--- src/rtl/video_pkg.sv ---
`default_nettype none
// ============================================================================
// Module  : video_pkg
// Brief   : Shared constants and types for the video pixel feeder block.
// Revision: 1.0 - initial release
// ============================================================================
package video_pkg;

    localparam int PIXEL_W    = 24;
    localparam int DEF_WIDTH  = 800;
    localparam int DEF_HEIGHT = 600;
    localparam int DEF_STRIDE = 1024;
    localparam int ADDR_SHIFT = 2;

    typedef enum logic [0:0] {
        ST_IDLE = 1'b0,
        ST_RUN  = 1'b1
    } state_t;

endpackage
`default_nettype wire

--- src/rtl/video_pixel_feeder_if.sv ---
`default_nettype none
// ============================================================================
// Module  : video_pixel_feeder_if
// Brief   : Memory read port and ready/valid pixel stream of the feeder.
// Revision: 1.0 - initial release
// ============================================================================
interface video_pixel_feeder_if;
    import video_pkg::*;

    logic [31:0]        rd_addr;
    logic               rd_valid;
    logic               rd_ready;
    logic [31:0]        rd_data;
    logic               rd_data_valid;
    logic [PIXEL_W-1:0] video;
    logic               video_valid;
    logic               video_ready;

    modport master (
        output rd_addr, rd_valid, video, video_valid,
        input  rd_ready, rd_data, rd_data_valid, video_ready
    );

    modport slave (
        input  rd_addr, rd_valid, video, video_valid,
        output rd_ready, rd_data, rd_data_valid, video_ready
    );

endinterface
`default_nettype wire

--- src/rtl/video_pixel_feeder_fifo.sv ---
`default_nettype none
// ============================================================================
// Module  : pixel_fifo
// Brief   : First-word-fall-through FIFO with exported fill count.
// Revision: 1.0 - initial release
// ============================================================================
module pixel_fifo #(
    parameter int DEPTH  = 16,
    parameter int DATA_W = 24
) (
    input  wire                     clk,
    input  wire                     rst,
    input  wire                     push,
    input  wire  [DATA_W-1:0]       push_data,
    input  wire                     pop,
    output logic [DATA_W-1:0]       head,
    output logic [$clog2(DEPTH):0]  count,
    output logic                    empty
);
    localparam int PTR_W = $clog2(DEPTH);

    logic [DATA_W-1:0] r_mem [DEPTH];
    logic [PTR_W-1:0]  r_wr_ptr;
    logic [PTR_W-1:0]  r_rd_ptr;
    logic [PTR_W:0]    r_count;

    // Storage carries no reset so it can map onto distributed RAM.
    always_ff @(posedge clk) begin
        if (push) begin
            r_mem[r_wr_ptr] <= push_data;
        end
    end

    always_ff @(posedge clk) begin
        if (rst) begin
            r_wr_ptr <= '0;
            r_rd_ptr <= '0;
            r_count  <= '0;
        end else begin
            if (push) r_wr_ptr <= r_wr_ptr + PTR_W'(1);
            if (pop)  r_rd_ptr <= r_rd_ptr + PTR_W'(1);
            case ({push, pop})
                2'b10:   r_count <= r_count + (PTR_W+1)'(1);
                2'b01:   r_count <= r_count - (PTR_W+1)'(1);
                default: r_count <= r_count;
            endcase
        end
    end

    assign empty = (r_count == '0);
    assign count = r_count;
    assign head  = empty ? '0 : r_mem[r_rd_ptr];

endmodule
`default_nettype wire

--- src/rtl/video_pixel_feeder.sv ---
`default_nettype none
// ============================================================================
// Module  : video_pixel_feeder
// Brief   : Fetches frame-buffer pixels from memory and streams them to DVI.
// Revision: 1.0 - initial release
// ============================================================================
module video_pixel_feeder
    import video_pkg::*;
#(
    parameter int WIDTH      = DEF_WIDTH,
    parameter int HEIGHT     = DEF_HEIGHT,
    parameter int STRIDE     = DEF_STRIDE,
    parameter int FIFO_DEPTH = 16
) (
    input  wire                  clk,
    input  wire                  rst,
    input  wire  [31:0]          frame_base,
    input  wire                  frame_base_valid,
    video_pixel_feeder_if.master bus,
    output logic                 frame_interrupt,
    output logic                 underflow
);
    localparam int          CNT_W     = $clog2(FIFO_DEPTH) + 1;
    localparam int          SUM_W     = CNT_W + 1;
    localparam logic [15:0] X_LAST    = 16'(WIDTH - 1);
    localparam logic [15:0] Y_LAST    = 16'(HEIGHT - 1);
    localparam logic [31:0] LINE_STEP = 32'(STRIDE) << ADDR_SHIFT;
    localparam logic [31:0] PIX_STEP  = 32'(1) << ADDR_SHIFT;

    state_t             r_state;
    state_t             w_state_next;
    logic [31:0]        r_pend_base;
    logic [31:0]        r_line_addr;
    logic [31:0]        r_rd_addr;
    logic               r_rd_valid;
    logic [15:0]        r_req_x, r_req_y;
    logic [15:0]        r_out_x, r_out_y;
    logic [CNT_W-1:0]   r_outstanding;
    logic [CNT_W-1:0]   w_out_next, w_cnt_next, w_fifo_count;
    logic [SUM_W-1:0]   w_credit_sum;
    logic [PIXEL_W-1:0] w_head;
    logic [31:0]        w_new_base;
    logic               w_run, w_fire, w_push, w_pop, w_fifo_empty;
    logic               w_unused_rd_bits;

    always_comb begin
        w_state_next = r_state;
        case (r_state)
            ST_IDLE: if (frame_base_valid) w_state_next = ST_RUN;
            ST_RUN:  w_state_next = ST_RUN;
            default: w_state_next = ST_IDLE;
        endcase
    end

    assign w_run  = (r_state == ST_RUN);
    assign w_fire = r_rd_valid && bus.rd_ready;
    assign w_push = w_run && bus.rd_data_valid;
    assign w_pop  = !w_fifo_empty && bus.video_ready;

    // rd_valid is registered, so the credit test is evaluated on next-cycle counts.
    assign w_out_next   = r_outstanding + CNT_W'(w_fire) - CNT_W'(w_push);
    assign w_cnt_next   = w_fifo_count + CNT_W'(w_push) - CNT_W'(w_pop);
    assign w_credit_sum = SUM_W'(w_out_next) + SUM_W'(w_cnt_next);

    // A base write landing on the last-request wrap must steer the new frame.
    assign w_new_base = frame_base_valid ? frame_base : r_pend_base;

    always_ff @(posedge clk) begin
        if (rst) begin
            r_state         <= ST_IDLE;
            r_pend_base     <= '0;
            r_line_addr     <= '0;
            r_rd_addr       <= '0;
            r_rd_valid      <= 1'b0;
            r_req_x         <= '0;
            r_req_y         <= '0;
            r_out_x         <= '0;
            r_out_y         <= '0;
            r_outstanding   <= '0;
            frame_interrupt <= 1'b0;
            underflow       <= 1'b0;
        end else begin
            r_state       <= w_state_next;
            r_outstanding <= w_out_next;
            r_rd_valid    <= (w_state_next == ST_RUN) && (w_credit_sum < SUM_W'(FIFO_DEPTH));

            if (!w_run) begin
                if (frame_base_valid) begin
                    r_pend_base <= frame_base;
                    r_line_addr <= frame_base;
                    r_rd_addr   <= frame_base;
                end
            end else begin
                if (frame_base_valid) r_pend_base <= frame_base;
                if (w_fire) begin
                    if (r_req_x == X_LAST) begin
                        r_req_x <= '0;
                        if (r_req_y == Y_LAST) begin
                            r_req_y     <= '0;
                            r_line_addr <= w_new_base;
                            r_rd_addr   <= w_new_base;
                        end else begin
                            r_req_y     <= r_req_y + 16'd1;
                            r_line_addr <= r_line_addr + LINE_STEP;
                            r_rd_addr   <= r_line_addr + LINE_STEP;
                        end
                    end else begin
                        r_req_x   <= r_req_x + 16'd1;
                        r_rd_addr <= r_rd_addr + PIX_STEP;
                    end
                end
            end

            frame_interrupt <= 1'b0;
            if (w_pop) begin
                if (r_out_x == X_LAST) begin
                    r_out_x <= '0;
                    if (r_out_y == Y_LAST) begin
                        r_out_y         <= '0;
                        frame_interrupt <= 1'b1;
                    end else begin
                        r_out_y <= r_out_y + 16'd1;
                    end
                end else begin
                    r_out_x <= r_out_x + 16'd1;
                end
            end

            if (w_run && bus.video_ready && w_fifo_empty) underflow <= 1'b1;
        end
    end

    pixel_fifo #(
        .DEPTH  (FIFO_DEPTH),
        .DATA_W (PIXEL_W)
    ) u_fifo (
        .clk       (clk),
        .rst       (rst),
        .push      (w_push),
        .push_data (bus.rd_data[PIXEL_W-1:0]),
        .pop       (w_pop),
        .head      (w_head),
        .count     (w_fifo_count),
        .empty     (w_fifo_empty)
    );

    assign bus.rd_addr     = r_rd_addr;
    assign bus.rd_valid    = r_rd_valid;
    assign bus.video       = w_head;
    assign bus.video_valid = !w_fifo_empty;

    assign w_unused_rd_bits = ^bus.rd_data[31:PIXEL_W];

endmodule
`default_nettype wire

--- src/flat_wrapper.sv ---
// flat-port wrapper written by rule: the top's interface ports become plain ports
module video_pixel_feeder_flat import video_pkg::*;
#(
    parameter int WIDTH      = DEF_WIDTH,
    parameter int HEIGHT     = DEF_HEIGHT,
    parameter int STRIDE     = DEF_STRIDE,
    parameter int FIFO_DEPTH = 16
)
  (clk, rst, frame_base, frame_base_valid, frame_interrupt, underflow, bus_rd_addr, bus_rd_valid, bus_video, bus_video_valid, bus_rd_ready, bus_rd_data, bus_rd_data_valid, bus_video_ready);
  video_pixel_feeder_if bus_i ();
  input  wire clk;
  input  wire rst;
  input  wire  [31:0] frame_base;
  input  wire frame_base_valid;
  output logic frame_interrupt;
  output logic underflow;
  output wire logic [$bits(bus_i.rd_addr)-1:0] bus_rd_addr;
  output wire logic [$bits(bus_i.rd_valid)-1:0] bus_rd_valid;
  output wire logic [$bits(bus_i.video)-1:0] bus_video;
  output wire logic [$bits(bus_i.video_valid)-1:0] bus_video_valid;
  input wire logic [$bits(bus_i.rd_ready)-1:0] bus_rd_ready;
  input wire logic [$bits(bus_i.rd_data)-1:0] bus_rd_data;
  input wire logic [$bits(bus_i.rd_data_valid)-1:0] bus_rd_data_valid;
  input wire logic [$bits(bus_i.video_ready)-1:0] bus_video_ready;
  assign bus_rd_addr = bus_i.rd_addr;
  assign bus_rd_valid = bus_i.rd_valid;
  assign bus_video = bus_i.video;
  assign bus_video_valid = bus_i.video_valid;
  assign bus_i.rd_ready = bus_rd_ready;
  assign bus_i.rd_data = bus_rd_data;
  assign bus_i.rd_data_valid = bus_rd_data_valid;
  assign bus_i.video_ready = bus_video_ready;
  video_pixel_feeder #(.WIDTH(WIDTH), .HEIGHT(HEIGHT), .STRIDE(STRIDE), .FIFO_DEPTH(FIFO_DEPTH)) u_core (.clk(clk), .rst(rst), .frame_base(frame_base), .frame_base_valid(frame_base_valid), .bus(bus_i), .frame_interrupt(frame_interrupt), .underflow(underflow));
endmodule
--- config.mk ---
export PLATFORM = sky130hd
export DESIGN_NAME = video_pixel_feeder_flat
export DESIGN_NICKNAME = d
export VERILOG_FILES = /design/src/rtl/video_pkg.sv /design/src/rtl/video_pixel_feeder_if.sv /design/src/rtl/video_pixel_feeder_fifo.sv /design/src/rtl/video_pixel_feeder.sv /design/src/flat_wrapper.sv
export SDC_FILE = /design/constraint.sdc
export NUM_CORES = 1
export LEC_CHECK = 0
export ABC_AREA = 0
export BUFFER_PORTS_ARGS = -buffer_cell sky130_fd_sc_hd__buf_2
export CAP_MARGIN = 10
export CELL_PAD_IN_SITES_DETAIL_PLACEMENT = 1
export CELL_PAD_IN_SITES_GLOBAL_PLACEMENT = 1
export CORE_UTILIZATION = 27
export DETAILED_ROUTE_END_ITERATION = 12
export PLACE_DENSITY_LB_ADDON = 0.05
export SLEW_MARGIN = 20
export SYNTH_ARGS = -nofsm -noshare
export SYNTH_HDL_FRONTEND = slang
export SYNTH_SLANG_ARGS = --single-unit
--- constraint.sdc ---
create_clock -name clk -period 9.3 [get_ports clk]
set_input_delay 0.93 -clock clk [delete_from_list [all_inputs] [get_ports clk]]
set_output_delay 0.93 -clock clk [all_outputs]
set_load 0.03 [all_outputs]
==> Word-level counts from Yosys, hierarchy flattened <==
Memory sizes are Yosys's and may differ from the RTL's. A register that Yosys moved wholly into a read port is not among the register bits.
Cells that the tools add are included.
W data, S select, Z words.
{ "word_totals": {"register_bits": 182, "mem_bits_rw": 384, "in_bits": 70, "n_memories": 1} }
{ "memory_table": {"columns": ["name", "words", "width", "rd", "rd_clocked_by_memory_dff", "wr", "line_no", "source"], "rows": [
  ["u_core.u_fifo.r_mem", 16, 24, 1, 1, 1, "video_pixel_feeder_fifo.sv:22", "logic [DATA_W-1:0] r_mem [DEPTH];"]
]} }
{ "classes": {"add_sub_neg": 15, "n_lt_le_gt_ge": 1, "eq_ne": 8, "n_mux": 22, "bitwise": 3, "n_reduce_logical": 16} }
{ "op_table": {"columns": ["cell", "count"], "rows": [
  ["$mux W32", 9],
  ["$add A16 B1 Y16 const B", 4],
  ["$eq A16 B10 Y1 const B", 4],
  ["$mux W16", 4],
  ["$add A32 B13 Y32 const B", 1],
  ["$add A32 B3 Y32 const B", 1],
  ["$mux W24", 1],
  ["$add A5 B1 Y5", 2],
  ["$pmux W5 S2", 1],
  ["$sub A5 B1 Y5", 2],
  ["$add A4 B1 Y4 const B", 2],
  ["$mux W4", 2],
  ["$add A5 B5 Y6", 1],
  ["$logic_and A1 B1 Y1", 6],
  ["$lt A6 B5 Y1 const B", 1],
  ["$reduce_and A2 Y1", 3],
  ["$reduce_and A3 Y1", 2],
  ["$add A5 B1 Y5 const B", 1],
  ["$logic_not A5 Y1", 1],
  ["$sub A5 B1 Y5 const B", 1],
  ["$mux W1", 4],
  ["$ne A2 B2 Y1 const B", 2],
  ["$reduce_bool A2 Y1", 2],
  ["$not A1 Y1", 3],
  ["other kinds (5)", 5]
]} }

==> Depth between registers and ports, before layout <==
{ "logic_depth": {"word_depth": 7, "ltp_mapped": 18, "ltp_nobuf": 16} }

==> Modules after synthesis <==
A second synthesis with hierarchy kept.
{ "unflattened": {"hier_cells": 1801, "area_unflattened_um2": 24517.3} }
{ "modules_own_cells": {"columns": ["module", "n_inst", "cells_each", "area_each_um2", "seq_area_each_um2"], "rows": [
  ["pixel_fifo", 1, 702, 15546.2, 11871.4],
  ["video_pixel_feeder", 1, 1099, 8971.1, 3383.2]
]} }

==> Least setup slack after synthesis <==
Ideal clock, no wire load.
{ "synth_path": {"kind": "register -> output", "from": "register with a tool-made name", "to": "output port bus_video[0]", "t_arrival_ns": 2.734, "required_ns": 8.370, "setup_slack_ns": 5.636, "stages_incl_launch_ff": 7, "path_buffers": 3, "cell_sequence": "dfxtp_1 clkbuf_1 clkbuf_1 buf_1 mux4_2 mux4_2 and2_1"} }
{ "synth_lines": {"columns": ["element", "line_no", "source"], "rows": [
  ["end: declaration", "flat_wrapper.sv:19", "output wire logic [$bits(bus_i.video)-1:0] bus_video;"]
]} }

==> flow_metrics.tcl <==
set metrics [dict create \
    tightest_slew_ns 1.066 \
    wl_per_cell_microns 23.48 \
    die_y_microns 302.9 \
    yosys-top-cells-area "edfxtp_1 (47%), dfxtp_1 (15%), mux4_2 (11%)" \
    synth_edf_count 384 \
    critical_path.endpoint_type "primary output" \
    final_common_cell "edfxtp_1" \
    cts_setup_buffers 0 \
    clk_path_buf_depth 3 \
    cp.arrival_ns 3.65 \
    netlist_instances 1810 \
    p_seq_share_pct 41.3 \
    yosysSeqAreaShare_pct 62.41 \
    synth_flop_cell "edfxtp_1" \
    grt_max_degree 74 \
    clockRootBuffer "clkbuf_16" \
    core-area_sq_um 89060 \
    first_global_vias 16860 \
    clock.fmax_mhz 218.4 \
    nets 2050 \
    worst_slack_ns 4.722 \
    yosysWarnings 0 \
    ys_types 69 \
    drc 0 \
    finalMaxSlewViolations 0 \
    p_comb_share_pct 18.5 \
    rows 109 \
    p_per_area_nw_per_um2 238.6 \
    cts_inserted_buffers 73 \
    h-tree-depth 3 \
    rsz0062_at_grt "no" \
    async_flop_share_pct 0 \
    place_hpwl_microns 44840 \
    cts_num_sinks 570 \
    initial_core_util_pct 27.45 \
    synth_top_area_share_pct 47.18 \
    antenna_found_initial 9 \
    grt_pass1_wl_microns 111100 \
    dieArea_sq_um 91730 \
    syn-cell-area_sq_um 24440 \
    hold_viol 0 \
    via_per_inst 4.905 \
    place_congestion 0.7380 \
    hp-class "register to register" \
    outcome "complete, no violations" \
    layout-drive-gt1-share_pct 21.13 \
    cp.required_ns 8.37 \
    slew-limit-headroom_pct 28.93 \
    sw_frac_of_total_pct 29.27 \
    cts_hold_buf 0 \
    cts-resized-gates 0 \
    clock_latency_ns 0.63 \
    wl_microns 74520 \
    cts.clk_slew.worst_paths_ns 0.06 \
    drtPass1Iterations 4 \
    critPathKind "register to primary output" \
    finalSetupViolations 0 \
    period_share_pct 49.23 \
    pwr-share-clk_pct 40.3 \
    p_int_uw 4879 \
    antenna_left 0 \
    io_pins 130 \
    die_w_microns 302.9 \
    area_growth_pct 18.29 \
    vdd.ir_drop.worst_uv 141.2 \
    fin_area_sq_um 28910 \
    pre_cts_slack_ns 5.239 \
    vias 15560 \
    yosys.area.top_type "edfxtp_1" \
    critPathLaunchType "register" \
    cts_tree "done" \
    critPathMaxFanout 53 \
    mostFrequentLayoutCells "edfxtp_1 (384), nor2_1 (187), dfxtp_1 (181)" \
    fin_setup_tns_ns 0 \
    overflow 0 \
    post-route-min-period_ns 4.578 \
    syn_nets 1912 \
    port_buffers 121 \
    switchingPower_uw 2019 \
    p_leak_uw 0.009597 \
    max_cap_viol_count 0 \
    syn_area_per_cell_sq_um 13.50 \
    post_dp_cell_area_sq_um 26570 \
    skew_ns 0.01779 \
    track_usage_pct 16.51 \
    ys_ff_latch 570 \
    drt_iter0_drc 735 \
]
-- cells by family (layout without fill, tap and decap cells) --
kind of cell | Yosys count | count (layout) | share of synthesized area [%]
AND/OR/NAND/NOR | 612 | 612 | 12.23
flip-flops | 570 | 570 | 62.41
AO/OA/AOI/OAI | 205 | 205 | 5.257
multiplexers | 161 | 161 | 12.77
buffers and inverters | 131 | 328 | 2.058
XOR/XNOR | 99 | 99 | 3.547
adder cells (fa/ha/maj) | 32 | 32 | 1.730
other | 0 | 1 | 0
-- worst paths after layout --
check	start	end	slack, ns	cells past startpoint
setup / recovery	register	bus_video[0]	4.72	5
hold reg to reg	u_core.bus.rd_addr[1]	u_core.bus.rd_addr[1]	0.44	2
setup reg to reg	u_core.r_req_x[0]	u_core.r_line_addr[1]	5.53	8
hold / removal	u_core.bus.rd_addr[1]	u_core.bus.rd_addr[1]	0.44	2
-- power groups by stage --
stage | Clock, uW | Sequential [uW] | Combinational, uW
2_1_floorplan | 0 | 2880 | 880
3_3_place_gp | 0 | 2900 | 1310
3_5_place_dp | 0 | 2900 | 1310
4_1_cts | 2880 | 2850 | 1320
5_1_grt | 2970 | 2860 | 1410
6_report | 2780 | 2850 | 1270
-- critical path: stages (launching register included) --
cell and delay, ns:
dfxtp_4 0.82, buf_4 0.82, mux4_2 0.42, mux4_2 0.51
and2_1 0.21, buf_2 0.19
-- layout make-up --
| class | count | area, sq um |
|---|---|---|
| well taps | 1165 | 1458 |
| repair buffers | 163 | 923.4 |
| flip-flops and latches | 570 | 15270 |
| clock inverters | 32 | 341.6 |
| diodes | 1 | 2.502 |
| multi-input cells | 1109 | 8810 |
| fillers | 9485 | 60140 |
| inverters | 31 | 116.4 |
| clock buffers | 102 | 1996 |
-- routing by layer --
| layer | vias up | GRT usage [%] | part of all wire, % |
|---|---|---|---|
| li1 | 7123 | - | - |
| met1 | 8028 | 20.75 | 44 |
| met2 | 268 | 28.86 | 50 |
| met3 | 137 | 2.513 | 3.2 |
| met4 | 8 | 5.480 | 3.0 |
| met5 | - | 0 | 0.064 |
-- synth_stat cells, types with 4 or more instances --
library cell	number
edfxtp_1	384
nor2_1	201
nand2b_1	13
a21oi_1	71
or3_1	6
a221oi_1	6
a31oi_1	9
buf_1	12
nand4_1	29
nor4_1	20
nand2_1	120
and2_1	31
o211ai_1	6
nor3_1	56
dfxtp_1	186
mux2i_1	35
nor2b_1	25
clkbuf_1	84
o21ai_0	41
inv_1	30
mux4_2	120
o311ai_0	4
mux2_2	6
a21o_1	5
a311oi_1	5
nand3_1	52
and3_1	22
a211oi_1	30
xor2_1	51
ha_1	29
and4_1	15
xnor2_1	48
-- metrics by stage --
step	hold slack [ns]	util (%)	std cells	total power, uW
2_1_floorplan	0.4163	-	1810	3761
3_3_place_gp	0.4381	29.84	3038	4207
3_5_place_dp	0.4398	29.84	3038	4218
4_1_cts	0.4484	32.46	3172	7052
5_1_grt	0.4742	32.46	3172	7240
6_report	0.4409	32.47	3173	6898
-- sequential cells by signal (all words and copies together), names as in the netlist, named ones only --
name and count:
u_core.r_pend_base 32, u_core.r_line_addr 32, u_core.bus.rd_addr 32, u_core.r_req_x 16, u_core.r_state 1, u_core.bus.rd_valid 1, u_core.u_fifo.r_rd_ptr 4, u_core.r_out_x 16
u_core.u_fifo.r_mem 384, u_core.r_out_y 16, u_core.r_outstanding 5, u_core.underflow 1, u_core.u_fifo.r_wr_ptr 4, u_core.frame_interrupt 1, u_core.u_fifo.count 5, u_core.r_req_y 16
No activity file was read; power rests on OpenSTA's default activity.
